===== config.mk =====
export PLATFORM = sky130hd
export DESIGN_NAME = sdram_arb
export DESIGN_NICKNAME = d
export VERILOG_FILES = /design/src/rtl/sdram_arb.sv
export SDC_FILE = /design/constraint.sdc
export NUM_CORES = 1
export LEC_CHECK = 0
export ABC_AREA = 1
export BUFFER_PORTS_ARGS = -buffer_cell sky130_fd_sc_hd__buf_2
export CAP_MARGIN = 20
export CORE_MARGIN = 4
export CORE_UTILIZATION = 35
export DETAILED_ROUTE_END_ITERATION = 16
export GPL_TIMING_DRIVEN = 0
export SETUP_SLACK_MARGIN = 0.5
export SLEW_MARGIN = 10
export SYNTH_ARGS = -nofsm -noshare
export SYNTH_HDL_FRONTEND = slang
export SYNTH_SLANG_ARGS = --single-unit

===== constraint.sdc =====
create_clock -name clk150 -period 4 [get_ports clk150]
set_input_delay 1 -clock clk150 [delete_from_list [all_inputs] [get_ports clk150]]
set_output_delay 1 -clock clk150 [all_outputs]
set_load 0.01 [all_outputs]

===== src/rtl/sdram_arb.sv =====
// ---------------------------------------------------------------------------
// sdram_arb
//
// Shares the single SDRAM controller command port between the VGA line-fetch
// engine (reads) and CPU pixel writes arriving over the td4 I/O bus. CPU
// writes land in a small FIFO so one-cycle iow strobes are never lost while
// video owns the memory. Video has priority. A starvation counter forces one
// CPU grant after STARVE_MAX consecutive video grants taken while CPU data
// was waiting.
//
// Register block (relative to IO_BASE, decoded on iow):
//   +0  ADDR[15:0]    <= iowdt
//   +1  ADDR[AW-1:16] <= iowdt[AW-17:0]
//   +2  push {ADDR, iowdt} into the FIFO, then ADDR <= ADDR + 1
//   +3  clear the sticky overflow flag
//
// Ports:
//   clk150     in   1   sole clock
//   reset      in   1   asynchronous, active-high
//   ioad       in   8   td4 I/O address
//   iowdt      in   16  td4 I/O write data
//   iow        in   1   one-cycle write strobe
//   wbusy      out  1   CPU write FIFO is full
//   ovf        out  1   sticky: a CPU data write was dropped
//   vreq       in   1   video read request (level, held until vack)
//   vaddr      in   AW  video read address (stable while vreq is high)
//   vack       out  1   pulse: video command accepted by the controller
//   vdone      out  1   pulse: video read complete
//   mem_req    out  1   command valid
//   mem_we     out  1   1 = write, 0 = read
//   mem_addr   out  AW  command address
//   mem_wdata  out  16  write data
//   mem_ack    in   1   controller accepted the command
//   mem_done   in   1   controller finished the command
// ---------------------------------------------------------------------------
module sdram_arb #(
  parameter int         AW         = 24,
  parameter int         FIFO_DEPTH = 4,
  parameter int         STARVE_MAX = 4,
  parameter logic [7:0] IO_BASE    = 8'h80
) (
  input  logic          clk150,
  input  logic          reset,
  input  logic [7:0]    ioad,
  input  logic [15:0]   iowdt,
  input  logic          iow,
  output logic          wbusy,
  output logic          ovf,
  input  logic          vreq,
  input  logic [AW-1:0] vaddr,
  output logic          vack,
  output logic          vdone,
  output logic          mem_req,
  output logic          mem_we,
  output logic [AW-1:0] mem_addr,
  output logic [15:0]   mem_wdata,
  input  logic          mem_ack,
  input  logic          mem_done
);

  localparam int PW = (FIFO_DEPTH > 1) ? $clog2(FIFO_DEPTH) : 1;
  localparam int CW = PW + 1;
  localparam int SW = $clog2(STARVE_MAX + 1);

  localparam logic [7:0] A_ADDR_LO = IO_BASE;
  localparam logic [7:0] A_ADDR_HI = IO_BASE + 8'd1;
  localparam logic [7:0] A_PUSH    = IO_BASE + 8'd2;
  localparam logic [7:0] A_CLR_OVF = IO_BASE + 8'd3;

  localparam logic [CW-1:0] C_FULL       = CW'(FIFO_DEPTH);
  localparam logic [SW-1:0] C_STARVE_MAX = SW'(STARVE_MAX);

  typedef enum logic [1:0] {
    S_IDLE = 2'd0,
    S_VID  = 2'd1,
    S_CPU  = 2'd2,
    S_WAIT = 2'd3
  } arbState_t;

  // Address register and FIFO state
  logic [AW-1:0] r_addr;
  logic [AW-1:0] r_fifoAddr [FIFO_DEPTH];
  logic [15:0]   r_fifoData [FIFO_DEPTH];
  logic [PW-1:0] r_wrPtr;
  logic [PW-1:0] r_rdPtr;
  logic [CW-1:0] r_count;
  logic          r_wbusy;
  logic          r_ovf;

  // Arbiter state and registered command outputs
  arbState_t     r_state;
  logic [SW-1:0] r_starve;
  logic          r_ownerVid;
  logic          r_memReq;
  logic          r_memWe;
  logic [AW-1:0] r_memAddr;
  logic [15:0]   r_memWdata;
  logic          r_vack;
  logic          r_vdone;

  // Decode and FIFO control
  logic          w_selAddrLo;
  logic          w_selAddrHi;
  logic          w_push;
  logic          w_clrOvf;
  logic          w_pop;
  logic          w_full;
  logic          w_empty;
  logic          w_accept;
  logic          w_drop;
  logic [CW-1:0] w_countNext;
  logic          w_starveFull;
  logic          w_vidWins;

  // I/O register decode. Only the strobe cycle matters; ioad/iowdt are
  // don't-care whenever iow is low.
  assign w_selAddrLo = iow && (ioad == A_ADDR_LO);
  assign w_selAddrHi = iow && (ioad == A_ADDR_HI);
  assign w_push      = iow && (ioad == A_PUSH);
  assign w_clrOvf    = iow && (ioad == A_CLR_OVF);

  // A pop happens exactly when the controller accepts a CPU command. The FSM
  // only enters CPU with a non-empty FIFO, so a pop never underflows.
  assign w_pop   = (r_state == S_CPU) && mem_ack;
  assign w_full  = (r_count == C_FULL);
  assign w_empty = (r_count == '0);

  // A push into a full FIFO still succeeds if a slot frees up in the same
  // cycle; otherwise the data is lost and the overflow flag records it.
  assign w_accept = w_push && (!w_full || w_pop);
  assign w_drop   = w_push && w_full && !w_pop;

  // Video wins arbitration unless it has already starved waiting CPU data
  // for STARVE_MAX grants in a row.
  assign w_starveFull = (r_starve == C_STARVE_MAX);
  assign w_vidWins    = vreq && !(w_starveFull && !w_empty);

  // Occupancy after this cycle's push/pop. wbusy is registered from this
  // value so it already reflects the current cycle's traffic.
  always_comb begin
    w_countNext = r_count;
    if (w_accept && !w_pop) begin
      w_countNext = r_count + CW'(1);
    end else if (!w_accept && w_pop) begin
      w_countNext = r_count - CW'(1);
    end
  end

  // ADDR register. Data pushes post-increment it, wrapping modulo 2^AW, and
  // do so even when the data itself is dropped so software can keep a
  // running pointer without reading anything back.
  always_ff @(posedge clk150 or posedge reset) begin
    if (reset) begin
      r_addr <= '0;
    end else if (w_selAddrLo) begin
      r_addr[15:0] <= iowdt;
    end else if (w_selAddrHi) begin
      r_addr[AW-1:16] <= iowdt[AW-17:0];
    end else if (w_push) begin
      r_addr <= r_addr + AW'(1);
    end
  end

  // Sticky overflow flag: set by a dropped push, cleared only by software.
  always_ff @(posedge clk150 or posedge reset) begin
    if (reset) begin
      r_ovf <= 1'b0;
    end else if (w_clrOvf) begin
      r_ovf <= 1'b0;
    end else if (w_drop) begin
      r_ovf <= 1'b1;
    end
  end

  // FIFO storage. Each entry captures the address current at push time, so
  // later ADDR writes never disturb queued entries. When full with a
  // simultaneous push and pop, the write slot equals the head slot; that is
  // safe because the head was copied into the command registers when the
  // FSM entered CPU, long before this edge.
  always_ff @(posedge clk150) begin
    if (w_accept) begin
      r_fifoAddr[r_wrPtr] <= r_addr;
      r_fifoData[r_wrPtr] <= iowdt;
    end
  end

  // FIFO pointers, occupancy and the registered full flag. Depth is a power
  // of two, so the pointers wrap naturally.
  always_ff @(posedge clk150 or posedge reset) begin
    if (reset) begin
      r_wrPtr <= '0;
      r_rdPtr <= '0;
      r_count <= '0;
      r_wbusy <= 1'b0;
    end else begin
      if (w_accept) begin
        r_wrPtr <= r_wrPtr + PW'(1);
      end
      if (w_pop) begin
        r_rdPtr <= r_rdPtr + PW'(1);
      end
      r_count <= w_countNext;
      r_wbusy <= (w_countNext == C_FULL);
    end
  end

  // Arbiter FSM with registered command outputs and the starvation counter.
  // IDLE picks a requester and loads the command registers, so mem_req rises
  // the cycle after the request is seen. VID/CPU hold the command until
  // mem_ack; WAIT holds off new commands until mem_done. Command fields keep
  // their last value after mem_req drops. vack/vdone are single-cycle pulses
  // defaulted low every cycle.
  always_ff @(posedge clk150 or posedge reset) begin
    if (reset) begin
      r_state    <= S_IDLE;
      r_starve   <= '0;
      r_ownerVid <= 1'b0;
      r_memReq   <= 1'b0;
      r_memWe    <= 1'b0;
      r_memAddr  <= '0;
      r_memWdata <= '0;
      r_vack     <= 1'b0;
      r_vdone    <= 1'b0;
    end else begin
      r_vack  <= 1'b0;
      r_vdone <= 1'b0;

      case (r_state)
        S_IDLE: begin
          if (w_vidWins) begin
            r_state   <= S_VID;
            r_memReq  <= 1'b1;
            r_memWe   <= 1'b0;
            r_memAddr <= vaddr;
          end else if (!w_empty) begin
            r_state    <= S_CPU;
            r_memReq   <= 1'b1;
            r_memWe    <= 1'b1;
            r_memAddr  <= r_fifoAddr[r_rdPtr];
            r_memWdata <= r_fifoData[r_rdPtr];
          end
        end
        S_VID: begin
          if (mem_ack) begin
            r_state    <= S_WAIT;
            r_memReq   <= 1'b0;
            r_ownerVid <= 1'b1;
            r_vack     <= 1'b1;
          end
        end
        S_CPU: begin
          if (mem_ack) begin
            r_state    <= S_WAIT;
            r_memReq   <= 1'b0;
            r_ownerVid <= 1'b0;
          end
        end
        S_WAIT: begin
          if (mem_done) begin
            r_state <= S_IDLE;
            r_vdone <= r_ownerVid;
          end
        end
        default: begin
          r_state  <= S_IDLE;
          r_memReq <= 1'b0;
        end
      endcase

      // Starvation count: a served CPU write or an empty FIFO resets it;
      // otherwise every video grant taken while CPU data waits bumps it,
      // saturating at STARVE_MAX.
      if (w_pop || w_empty) begin
        r_starve <= '0;
      end else if ((r_state == S_VID) && mem_ack && !w_starveFull) begin
        r_starve <= r_starve + SW'(1);
      end
    end
  end

  assign wbusy     = r_wbusy;
  assign ovf       = r_ovf;
  assign vack      = r_vack;
  assign vdone     = r_vdone;
  assign mem_req   = r_memReq;
  assign mem_we    = r_memWe;
  assign mem_addr  = r_memAddr;
  assign mem_wdata = r_memWdata;

endmodule


After elaboration in Yosys (flattened, before gate mapping). Memory sizes are Yosys's and may differ from the RTL's. A register that Yosys moved wholly into a read port is not among the register bits. Index checks and enable logic that the tools add are counted.

Bits in registers: 67. Latch bits: 0. Bits in writable memories: 160. Bits in read-only memories: 0. Input port bits: 54. Output and inout port bits: 46. Logic and storage cells: 111. Memories: 2.

Memories: r_fifoAddr (words 4, bits a word 24, read ports 1, clocked after Yosys merged registers in 0, wr ports 1, RTL line 82) `logic [AW-1:0] r_fifoAddr [FIFO_DEPTH];`; r_fifoData (words 4, bits a word 16, read ports 1, clocked after Yosys merged registers in 1, wr ports 1, RTL line 83) `logic [15:0] r_fifoData [FIFO_DEPTH];`.

$add $sub $neg: 6. Multiply operators: 0. Divide/modulo/power cells: 0. $lt $le $gt $ge: 0. Equality and inequality tests: 17. Shift operators: 0. Mux-type cells: 30. Bitwise operators: 3. Reduce and logical (&&, ||, !) cells: 38.

Operator list (count): 24-bit two-way mux (3); 8-bit equality test (second input constant) (4); 16-bit two-way mux (2); 24-bit by 1-bit adder with 24-bit output (second input constant) (1); 1-bit logical AND (14); 1-bit two-way mux (13); 3-bit two-way mux (4); 3-bit AND reduction (4); 2-bit nonzero test (6); 3-bit equality test (second input constant) (3); 2-bit two-way mux (4); 8-bit two-way mux (1); 2-bit != test (second input constant) (4); 3-bit by 1-bit adder with 3-bit output (second input constant) (2); 1-bit zero test (6); 2-bit one-hot mux with 3 select lines (1); 2-bit AND reduction (3); 2-bit by 1-bit adder with 2-bit output (second input constant) (2); 2-bit equality test (second input constant) (2); 2-bit by 1-bit != test with 1-bit output (second input constant) (2); 1-bit one-hot mux with 2 select lines (2); 3-bit zero test (1); 3-bit != test (second input constant) (1); 1-bit NOT (3); 5 further kinds (6).

Longest topological paths before layout.
Depth in word-level cells: 9. Depth in mapped cells: 12. Gate-level depth less buffers: 12.

Least setup slack after synthesis. OpenSTA, ideal clock, no wires.

Path type: input-to-reg. From: input port ioad[6]. To: memory r_fifoAddr[0][0], enable pin. Library setup time: 437 ps. Data arrival time: 3449 ps. Required time: 3563 ps. Setup slack: 114 ps. Cell stages on the path: 7. Path buffers: 0. Cell sequence: inv_1 > nand2_1 > nor2_1 > nand3_2 > nor2_1 > inv_1 > nor2_1.

Longest elaborated chain between the ends: 5.

Ends and longest elaborated chain: from (decl) (RTL line 44) `input logic [7:0] ioad,`; 8-bit equality test (RTL line 119) `assign w_push = iow && (ioad == A_PUSH);`; 1-bit logical AND (RTL line 119); 1-bit logical AND (RTL line 130) `assign w_accept = w_push && (!w_full || w_pop);`; 1-bit two-way mux (RTL line 181) `if (w_accept) begin`; 1-bit two-way mux (not written as such) (RTL line 182) `r_fifoAddr[r_wrPtr] <= r_addr;`; to (decl) (RTL line 82).

Every way passes these cells.

Worst setup path in the final report.
From: input port ioad[6]. To: memory r_fifoAddr[1][19], enable pin.

The elaborated chain is that of the path after synthesis.

==> impl_metrics.env <==
export IMPL_cp_top_family="simple AND/OR/NAND/NOR gates"
export IMPL_dieArea_um2=32500
export IMPL_grt_max_degree=59
export IMPL_rsz0062_at_grt="false"
export IMPL_cts_setup_buffers=0
export IMPL_dpl_hpwl_um=17600
export IMPL_critical_path_class="input pin to register"
export IMPL_required_ns=4.22
export IMPL_yosys_top_cells_area="edfxtp_1, dfrtp_1, nand2_1"
export IMPL_drc=0
export IMPL_drtIter0Drc=540
export IMPL_p_int_uw=5110
export IMPL_port_buffers=99
export IMPL_timing_hold_violations_final=0
export IMPL_met1_usage_pct=21.5
export IMPL_postCtsHoldBufs=0
export IMPL_synth_top_family_by_area="simple AND/OR/NAND/NOR gates"
export IMPL_fin_crit_ns=2.94
export IMPL_ys_warn_count=0
export IMPL_tightest_slew_ns=0.726
export IMPL_grt_pass1_vias=7021
export IMPL_die_x_um=180
export IMPL_path_buf_inv=4
export IMPL_pwr_share_seq_pct=41.1
export IMPL_overflow=0
export IMPL_fp_row_count=62
export IMPL_detail_route_first_pass_iterations=5
export IMPL_ff2ff_path_depth=9
export IMPL_synthAdderAreaFrac_pct=1.68
export IMPL_synth_distinct_cells=35
export IMPL_syn_inst=942
export IMPL_crit_path_max_fanout=24
export IMPL_arrival_ns=3.16
export IMPL_combinationalPowerShare_pct=29.5
export IMPL_synth_xor_area_share_pct=1.09
export IMPL_vias=7224
export IMPL_routed_wl_um=25600
export IMPL_htreeDepth=1
export IMPL_p_sw_share_pct=33.7
export IMPL_grt_pass1_wl_um=40100
export IMPL_maxSlewViolCount=0
export IMPL_finalClockSkew_ns=0.00748
export IMPL_power_density_nw_per_um2=626
export IMPL_synth_edf_count=160
export IMPL_ys_ff_latch=243
export IMPL_power_uw=7710
export IMPL_setup_viol=0
export IMPL_p_clk_share_pct=29.5
export IMPL_ctsResizeCount=0
export IMPL_num_nets_final=1142
export IMPL_path_depth=9
export IMPL_n_antenna_cell=0
export IMPL_clockRootBuffer="clkbuf_16"
export IMPL_core_area_um2=29000
export IMPL_fillers=2752
export IMPL_synth_nets=1010
export IMPL_drv_cap=0
export IMPL_yosysSeqAreaShare_pct=66.2
export IMPL_ctsLongestPathBuffers=3
export IMPL_fin_crit_sh_pct=73.4
export IMPL_area_growth_pct=18.5
export IMPL_track_usage_pct=15.4
export IMPL_tns_ns=0
export IMPL_ys_flop_type="edfxtp_1"
export IMPL_io_pins=100
export IMPL_initial_core_util_pct=35.8
export IMPL_avgSynthCellArea_um2=11.0
export IMPL_wl_per_cell_um=17.3
export IMPL_cts_buffers=26
export IMPL_slowest_stage="nor2_4"
export IMPL_clk_pin_slew_ns=0.06
export IMPL_ant_nets=0
export IMPL_post_dp_cell_area_um2=11500
export IMPL_synth_compound_area_share_pct=10.5
export IMPL_synth_mux_area_share_pct=2.06
export IMPL_insertion_delay_ns=0.53
export IMPL_cpPeakStageDelay_ns=0.55
export IMPL_final_cell_count_no_fill=1478
export IMPL_gr_max_usage_layer="met2"
export IMPL_status="finished clean"
export IMPL_worst_setup_path_end_kind="register"
export IMPL_grt_antenna_before_repair=0
export IMPL_p_leak_uw=0.00504
export IMPL_dp_cells=1430
export IMPL_use_met3_pct=2.52
export IMPL_die_y_um=180
export IMPL_async_flop_share_pct=34.2
export IMPL_stdcell_area_um2=12300
export IMPL_cts_sinks=243
export IMPL_yosysTopAreaCell="edfxtp_1"
export IMPL_yosysTopAreaCellShare_pct=46.2
export IMPL_hold_class="input pin to asynchronous set/reset pin"
export IMPL_syn_area_um2=10400
export IMPL_critPathLaunchType="input pin"
export IMPL_gp_congestion=0.892
export IMPL_max_vdd_ir_drop_mv=0.404
export IMPL_max_freq_ghz=0.341
export IMPL_slew_headroom_pct=51.6
export IMPL_crit_chain="buf_2 -> inv_1 -> nand2_1 -> nor2_1 -> nand3_2 -> nor2_1 -> inv_1 -> nor2_4 -> buf_12"
export IMPL_grt_util_met2_pct=25.1
export IMPL_power_switching_uw=2600
export IMPL_vias_per_cell=4.89
export IMPL_cts_tree="yes"
export IMPL_drive_above_1_share_pct=16.5
export IMPL_synthSimpleGateAreaFrac_pct=14.6
-- power by group through the flow --
stage | Sequential, µW | Clock [µW] | Combinational, µW
global placement | 3200 | 0 | 2270
detailed placement | 3210 | 0 | 2300
global route | 3210 | 2430 | 2580
floorplan | 3290 | 0 | 1360
CTS | 3160 | 2320 | 2310
finish | 3160 | 2270 | 2270
-- layout make-up --
cell class | count | area (µm²) | share of cell area, %
Sequential cell | 243 | 6880 | 55.9
Buffer | 38 | 161 | 1.31
Multi-Input combinational cell | 597 | 3140 | 25.5
Tap cell | 384 | 480 | 3.90
Inverter | 64 | 245 | 1.99
Clock buffer | 38 | 716 | 5.81
Clock inverter | 10 | 88.8 | 0.721
Timing Repair Buffer | 104 | 603 | 4.89
-- flip-flops by register name, summed over array words and instances, names as in the netlist, 2 cells and up --
register    cells
mem_addr       24
mem_wdata      16
r_addr         24
r_count         3
r_fifoAddr     96
r_fifoData     64
r_rdPtr         2
r_starve        3
r_state         2
r_wrPtr         2
-- metal layers --
layer	share of wire, %	wire length [µm]	vias to the layer above
li1	-	-	3543
met1	46	11700	3448
met2	46	11900	194
met3	5.1	1300	39
met4	2.6	673	0
met5	0	0	-
-- cells in the final DEF, fill, tap and decap left out, drive strengths merged, types with 35 or more instances in the layout --
master / count
buf: 116
o21ai: 100
edfxtp: 160
o211ai: 60
nand2: 175
clkbuf: 64
nor2: 140
nand3: 35
dfrtp: 83
inv: 63
-- synth_stat cells, types with 2 or more instances --
cell,n
nand3b_1,6
edfxtp_1,160
o21ai_1,2
nand3_1,34
nor2_1,139
clkbuf_1,26
nand2_1,172
nand4_1,4
mux2_4,9
nand2_4,2
or2_2,3
buf_2,9
ha_1,14
dfrtp_1,83
o211ai_1,60
xor2_1,9
xnor2_1,4
inv_1,61
a22oi_1,2
buf_1,2
o22ai_1,16
nor3_1,8
mux2_2,7
o21ai_0,97
a21oi_1,3
-- worst paths after layout --
path	from	endpoint	slack (ns)
max in group asynchronous	reset	r_addr[23]$_DFFE_PP0P_	2.89
min in group clk150	mem_addr[18]$_DFFE_PP0P_	mem_addr[18]$_DFFE_PP0P_	0.47
hold / removal	reset	mem_addr[8]$_DFFE_PP0P_	0.46
hold reg to reg	mem_addr[18]$_DFFE_PP0P_	mem_addr[18]$_DFFE_PP0P_	0.47
setup / recovery	ioad[6]	r_fifoAddr[1][19]$_DFFE_PP_	1.06
setup reg to reg	r_state[0]$_DFFE_PP0P_	r_fifoAddr[1][19]$_DFFE_PP_	1.19
-- logic make-up (layout without fill, tap and decap cells) --
logic type,count (synthesis),in the layout
AOI/OAI and AO/OA,182,182
xor gates and xnor gates,13,13
adders and majority gates,14,14
buffers and inverters,102,254
DFF,243,243
muxes,16,16
and+or+nand+nor,372,372
-- per-stage QoR --
stage               hold WS, ns  utilization (%)  setup slack [ns]
finish                    0.458             42.5              1.06
global route              0.478             42.5             0.857
CTS                       0.455             42.5              1.05
detailed placement        0.461             39.7             0.497
global placement          0.457             39.2             -1.73
floorplan                 0.465                -             0.114
(Power assumes the default switching activity.)
